## src/rtl/pixel_stream_packer_if.sv

```systemverilog
// Stream bundle between the Mandelbrot colour pixel source, the packer and the video DMA word sink.
// The master modport is the packer's view; slave is the surrounding environment.
interface pixel_stream_packer_if;
  logic [7:0]  in_r;
  logic [7:0]  in_g;
  logic [7:0]  in_b;
  logic        in_valid;
  logic        in_first;
  logic        in_last_x;
  logic        in_last_y;
  logic        in_ready;
  logic [31:0] out_data;
  logic        out_valid;
  logic        out_user;
  logic        out_last;
  logic        out_ready;

  modport master (
    input  in_r, in_g, in_b, in_valid, in_first, in_last_x, in_last_y,
    output in_ready,
    output out_data, out_valid, out_user, out_last,
    input  out_ready
  );

  modport slave (
    output in_r, in_g, in_b, in_valid, in_first, in_last_x, in_last_y,
    input  in_ready,
    input  out_data, out_valid, out_user, out_last,
    output out_ready
  );
endinterface

```

## src/rtl/pixel_stream_packer.sv

```systemverilog
// Packs 24-bit {b,g,r} pixels little-endian into 32-bit words (4 pixels -> 3 words),
// tagging start-of-frame on out_user and end-of-line on out_last with zero-padded line flushes.
module pixel_stream_packer #(
  parameter int PIXEL_WIDTH = 24,
  parameter int DATA_WIDTH  = 32
) (
  input  logic                  clk,
  input  logic                  reset,
  pixel_stream_packer_if.master bus,
  output logic                  frame_done
);

  typedef enum logic {ST_RUN, ST_FLUSH} state_e;

  state_e                  state_q, state_d;
  logic [1:0]              cnt_q, cnt_d;
  logic [PIXEL_WIDTH-1:0]  res_q, res_d;
  logic                    sof_q, sof_d;
  logic                    lasty_q, lasty_d;
  logic [DATA_WIDTH-1:0]   data_q, data_d;
  logic                    vld_q, vld_d;
  logic                    user_q, user_d;
  logic                    last_q, last_d;
  logic                    oly_q, oly_d;
  logic                    fd_q, fd_d;

  logic [PIXEL_WIDTH-1:0]  pix;
  logic [DATA_WIDTH-1:0]   word;
  logic [1:0]              cnt_eff;
  logic                    free, accept, emit, wlast, wly;

  assign pix          = {bus.in_b, bus.in_g, bus.in_r};
  assign free         = !vld_q || bus.out_ready;
  assign bus.in_ready = reset && (state_q == ST_RUN) && free;
  assign accept       = bus.in_valid && bus.in_ready;
  // A start-of-frame pixel begins packing from an empty residual.
  assign cnt_eff      = bus.in_first ? 2'd0 : cnt_q;

  always_comb begin
    state_d = state_q;
    cnt_d   = cnt_q;
    res_d   = res_q;
    sof_d   = sof_q;
    lasty_d = lasty_q;
    data_d  = data_q;
    vld_d   = vld_q && !bus.out_ready;
    user_d  = user_q;
    last_d  = last_q;
    oly_d   = oly_q;
    fd_d    = vld_q && bus.out_ready && last_q && oly_q;
    emit    = 1'b0;
    word    = '0;
    wlast   = 1'b0;
    wly     = 1'b0;

    if (accept) begin
      unique case (cnt_eff)
        2'd0: begin
          res_d = pix;
          cnt_d = 2'd3;
        end
        2'd3: begin
          emit  = 1'b1;
          word  = {pix[7:0], res_q};
          res_d = {8'h00, pix[23:8]};
          cnt_d = 2'd2;
        end
        2'd2: begin
          emit  = 1'b1;
          word  = {pix[15:0], res_q[15:0]};
          res_d = {16'h0000, pix[23:16]};
          cnt_d = 2'd1;
        end
        default: begin
          emit  = 1'b1;
          word  = {pix, res_q[7:0]};
          cnt_d = 2'd0;
        end
      endcase
      if (bus.in_first) sof_d = 1'b1;
      if (bus.in_last_x) begin
        lasty_d = bus.in_last_y;
        if (cnt_eff == 2'd0) begin
          emit  = 1'b1;
          word  = {8'h00, pix};
          wlast = 1'b1;
          wly   = bus.in_last_y;
          cnt_d = 2'd0;
        end else if (cnt_d == 2'd0) begin
          wlast = 1'b1;
          wly   = bus.in_last_y;
        end else begin
          state_d = ST_FLUSH;
        end
      end
    end else if (state_q == ST_FLUSH && free) begin
      // Residual bytes are stored with zeroed upper bytes, so the pad comes for free.
      emit    = 1'b1;
      word    = {8'h00, res_q};
      wlast   = 1'b1;
      wly     = lasty_q;
      cnt_d   = 2'd0;
      state_d = ST_RUN;
    end

    if (emit) begin
      vld_d  = 1'b1;
      data_d = word;
      user_d = sof_d;
      last_d = wlast;
      oly_d  = wly;
      sof_d  = 1'b0;
    end
  end

  always_ff @(posedge clk) begin
    if (!reset) begin
      state_q <= ST_RUN;
      cnt_q   <= 2'd0;
      sof_q   <= 1'b0;
      data_q  <= '0;
      vld_q   <= 1'b0;
      user_q  <= 1'b0;
      last_q  <= 1'b0;
      fd_q    <= 1'b0;
    end else begin
      state_q <= state_d;
      cnt_q   <= cnt_d;
      sof_q   <= sof_d;
      data_q  <= data_d;
      vld_q   <= vld_d;
      user_q  <= user_d;
      last_q  <= last_d;
      fd_q    <= fd_d;
    end
  end

  always_ff @(posedge clk) begin
    res_q   <= res_d;
    lasty_q <= lasty_d;
    oly_q   <= oly_d;
  end

  assign bus.out_data  = data_q;
  assign bus.out_valid = vld_q;
  assign bus.out_user  = user_q;
  assign bus.out_last  = last_q;
  assign frame_done    = fd_q;

endmodule

```

## src/flat_wrapper.sv

```systemverilog
// flat-port wrapper written by rule: the top's interface ports become plain ports
module pixel_stream_packer_flat 
#(
  parameter int PIXEL_WIDTH = 24,
  parameter int DATA_WIDTH  = 32
)
  (clk, reset, frame_done, bus_in_r, bus_in_g, bus_in_b, bus_in_valid, bus_in_first, bus_in_last_x, bus_in_last_y, bus_in_ready, bus_out_data, bus_out_valid, bus_out_user, bus_out_last, bus_out_ready);
  pixel_stream_packer_if bus_i ();
  input  logic clk;
  input  logic reset;
  output logic frame_done;
  input wire logic [$bits(bus_i.in_r)-1:0] bus_in_r;
  input wire logic [$bits(bus_i.in_g)-1:0] bus_in_g;
  input wire logic [$bits(bus_i.in_b)-1:0] bus_in_b;
  input wire logic [$bits(bus_i.in_valid)-1:0] bus_in_valid;
  input wire logic [$bits(bus_i.in_first)-1:0] bus_in_first;
  input wire logic [$bits(bus_i.in_last_x)-1:0] bus_in_last_x;
  input wire logic [$bits(bus_i.in_last_y)-1:0] bus_in_last_y;
  output wire logic [$bits(bus_i.in_ready)-1:0] bus_in_ready;
  output wire logic [$bits(bus_i.out_data)-1:0] bus_out_data;
  output wire logic [$bits(bus_i.out_valid)-1:0] bus_out_valid;
  output wire logic [$bits(bus_i.out_user)-1:0] bus_out_user;
  output wire logic [$bits(bus_i.out_last)-1:0] bus_out_last;
  input wire logic [$bits(bus_i.out_ready)-1:0] bus_out_ready;
  assign bus_i.in_r = bus_in_r;
  assign bus_i.in_g = bus_in_g;
  assign bus_i.in_b = bus_in_b;
  assign bus_i.in_valid = bus_in_valid;
  assign bus_i.in_first = bus_in_first;
  assign bus_i.in_last_x = bus_in_last_x;
  assign bus_i.in_last_y = bus_in_last_y;
  assign bus_in_ready = bus_i.in_ready;
  assign bus_out_data = bus_i.out_data;
  assign bus_out_valid = bus_i.out_valid;
  assign bus_out_user = bus_i.out_user;
  assign bus_out_last = bus_i.out_last;
  assign bus_i.out_ready = bus_out_ready;
  pixel_stream_packer #(.PIXEL_WIDTH(PIXEL_WIDTH), .DATA_WIDTH(DATA_WIDTH)) u_core (.clk(clk), .reset(reset), .bus(bus_i), .frame_done(frame_done));
endmodule
```

## config.mk

```make
export PLATFORM = sky130hd
export DESIGN_NAME = pixel_stream_packer_flat
export DESIGN_NICKNAME = d
export VERILOG_FILES = /design/src/rtl/pixel_stream_packer_if.sv /design/src/rtl/pixel_stream_packer.sv /design/src/flat_wrapper.sv
export SDC_FILE = /design/constraint.sdc
export NUM_CORES = 1
export LEC_CHECK = 0
export ABC_AREA = 1
export BUFFER_PORTS_ARGS = -buffer_cell sky130_fd_sc_hd__buf_2
export CORE_MARGIN = 4
export CORE_UTILIZATION = 60
export CTS_CLUSTER_SIZE = 12
export DETAILED_ROUTE_END_ITERATION = 10
export PLACE_DENSITY = 0.94
export REMOVE_ABC_BUFFERS = 1
export SLEW_MARGIN = 20
export SYNTH_ARGS = -nofsm -noshare
export SYNTH_HDL_FRONTEND = slang
export SYNTH_SLANG_ARGS = --single-unit
```

## constraint.sdc

```tcl
create_clock -name clk -period 4.5 [get_ports clk]
set_clock_uncertainty 0.15 [all_clocks]
set_input_delay 0 -clock clk [delete_from_list [all_inputs] [get_ports clk]]
set_output_delay 0 -clock clk [all_outputs]
set_load 0.005 [all_outputs]
```

==> metrics.txt <==
Post-DP HPWL between 7000 and 8000 um; Tot GR Track Use 29.7%; number of flops mapped to enable cells by yosys 26; Worst EP arrival between 3 and 4 ns; crit path from bus_in_first; ys flop type dfxtp_1; CP Class in2reg; RSZ-0062 raised after global routing no; largest family of logic cells by synthesized area simple AND/OR/NAND/NOR gates; Crit path buffers/inverters 6; YS warnings 0; Pleak about 2.6 nW; compound-gate portion of the synthesized area roughly 6.5%; Final min period roughly 3.3 ns; clk buf depth 2; startpoint types primary input; Synth Instances approximately 640; min-delay worst type in2reg; Final Net Count approximately 750; Required @ worst endpoint 4.56 ns; commonest cells in the netlist nand2_1 (232), nor2_1 (130), inv_1 (45); crit path cell chain dlygate4sd3_1 > buf_2 > inv_1 > nand2_1 > inv_1 > ha_1 > buf_4 > nand2_1 > a21oi_1 > dlygate4sd3_1; die area around 0.0082 mm2; slowest CP cell inv_1; Max-cap violations 0; hold_sp reset; synth top area cells nand2_1 (21%), dfxtp_1 (20%), edfxtp_1 (19%); fin util between 70% and 80%; total negative slack 0 ns; total number of vias 4493; initial antenna violation count 0; Max Slew Vio Count 0; xor and xnor area share after synthesis 0%; IO Pins approximately 70; Hold Vio Cnt, Final 0; Max H-tree Level 3; Die Y roughly 90 um; DR iter-0 viols a little under 400; Post-synth ARST share 0%; most common cell in the synthesized netlist nand2_1; Clk Latency, worst-skew pair about 0.34 ns; CP delay by family, top buffers and inverters; share of layout cells above drive strength 1 approximately 14%; post-route antenna net violation count 0; number of setup buffers added after CTS 0; register area share after synthesis approximately 40%; endpoint class of the critical path flip-flop; synthesized flop and latch total 66; largest net degree at the start of global routing 37; setup violators final 0; Post-Synth Adder-Cell Area under 10%; GRT overflow 0; clock sink count between 60 and 70; post-synth design cell area a little over 0.004 mm2; CTS root buf clkbuf_8; DRC viols 0; CP peak stage delay ~0.79 ns; Die Span X 90.3 um; Synth cell types 27; Yosys top cell by area nand2_1; Worst-Margin Slew 0.875 ns; first-pass GRT wire length around 20000 um; f_max between 300 and 400 MHz; Peak VDD IR 273 uV; post-CTS sizing 0; via/cell ratio 5.62; Port Buffers 67; top-area cell type share of the netlist area 21.4%; CORE AREA 0.00646 mm2; std cell rows 29; Total Routed Length between 10000 and 15000 um; Initial Util between 60% and 70%; synthesized area per cell roughly 6.4 um2; TritonCTS buffer count 9; RePlAce Congestion roughly 0.88; period utilization 72.7%; multiplexer share of the synthesized area 0%; status complete, no violations; fraction of the mapped netlist area in simple logic gates between 40% and 50%; vias in the first global route about 4300; Worst-path clk slew roughly 0.070 ns; relative slew slack 41.6%; RR Startpoint u_core.cnt_q[1]; pwr/cell area between 200 and 300 mW/mm2; Area Growth Syn to Fin 21.3%; per-cell routed wire length roughly 15 um; TritonCTS clock tree yes; Hold Buf Count CTS 32; crit path max fanout 32; first-pass detailed-route iteration total 5
[state kept, by name, indices dropped and copies added (netlist names)]
signal / flops
u_core.res_q: 24
u_core.cnt_q: 2
u_core.sof_q: 1
u_core.bus.out_data: 32
u_core.frame_done: 1
u_core.bus.out_last: 1
u_core.oly_q: 1
u_core.bus.out_valid: 1
u_core.bus.out_user: 1
u_core.state_q: 1
u_core.lasty_q: 1
[per-layer routing]
metal  GRT usage [%]  wire length [um]
met5               0                 0
met3            4.42              1160
met4            17.0               514
met2            50.2              5800
met1            36.1              4660
[where the power goes]
part,total [W],internal (W),switching [W]
Clock,0.000565,0.000326,0.000239
Sequential,0.000665,0.000652,0.0000130
Combinational,0.000244,0.0000948,0.000150
[worst min-delay path: stages]
cell     delay [ns]
buf_2          0.30
nand2_1        0.14
nor2_1         0.03
[per-stage QoR]
step / power (W) / instances / instance area (um2) / setup WS (ns) / hold slack (ns)
global placement: 0.000882 / 751 / 4390 / 1.75 / 0.0426
detailed placement: 0.000891 / 751 / 4390 / 1.59 / 0.0491
global route: 0.00153 / 799 / 4930 / 1.02 / 0.0466
floorplan: 0.000807 / 600 / 3900 / 1.72 / -0.0511
CTS: 0.00147 / 799 / 4930 / 1.38 / 0.0152
finish: 0.00147 / 800 / 4930 / 1.23 / 0.0287
[area by class of cell]
class	instances	area, um2
timing repair buffer	106	708
inverter	49	184
tap	77	96.3
sequential	66	1580
clock inverter	5	77.6
antenna	1	2.50
fill	481	1530
multi-input combinational	485	2140
clock buffer	11	141
[path summary, 6_finish.rpt]
| path | end | slack [ns] | cells past startpoint |
|---|---|---|---|
| worst max register to register | u_core.res_q[7] | 1.31 | 7 |
| worst min register to register | u_core.bus.out_data[29] | 0.30 | 2 |
| worst max-delay path | u_core.res_q[7] | 1.23 | 10 |
| worst min-delay path | u_core.bus.out_data[10] | 0.03 | 3 |
[logic make-up after synthesis]
family | count (synthesis)
buffers and inverters | 84
flip-flops | 66
adder cells (fa/ha/maj) | 5
AO/OA/AOI/OAI | 50
AND/OR/NAND/NOR | 430
[cell usage in the layout, fill, tap and decap left out, types with 2 or more instances in the layout]
| cell type | netlist | layout |
|---|---|---|
| nand3_1 | 27 | 27 |
| ha_1 | 5 | 5 |
| o21ai_0 | 17 | 17 |
| nand2_1 | 232 | 232 |
| o211ai_1 | 2 | 2 |
| nand2_2 | 2 | 2 |
| inv_1 | 45 | 45 |
| clkbuf_8 | 0 | 10 |
| nor2_1 | 130 | 129 |
| nand3b_1 | 26 | 26 |
| nor3_1 | 5 | 5 |
| inv_2 | 4 | 4 |
| bufinv_16 | 0 | 2 |
| buf_2 | 22 | 67 |
| clkinv_2 | 0 | 2 |
| buf_4 | 1 | 7 |
| a21oi_1 | 28 | 28 |
| nand4_1 | 2 | 2 |
| dfxtp_1 | 40 | 40 |
| dlygate4sd3_1 | 0 | 32 |
| nor2_2 | 1 | 2 |
| edfxtp_1 | 26 | 26 |
| o31ai_1 | 2 | 2 |
Power figures use the tool's default switching activity.
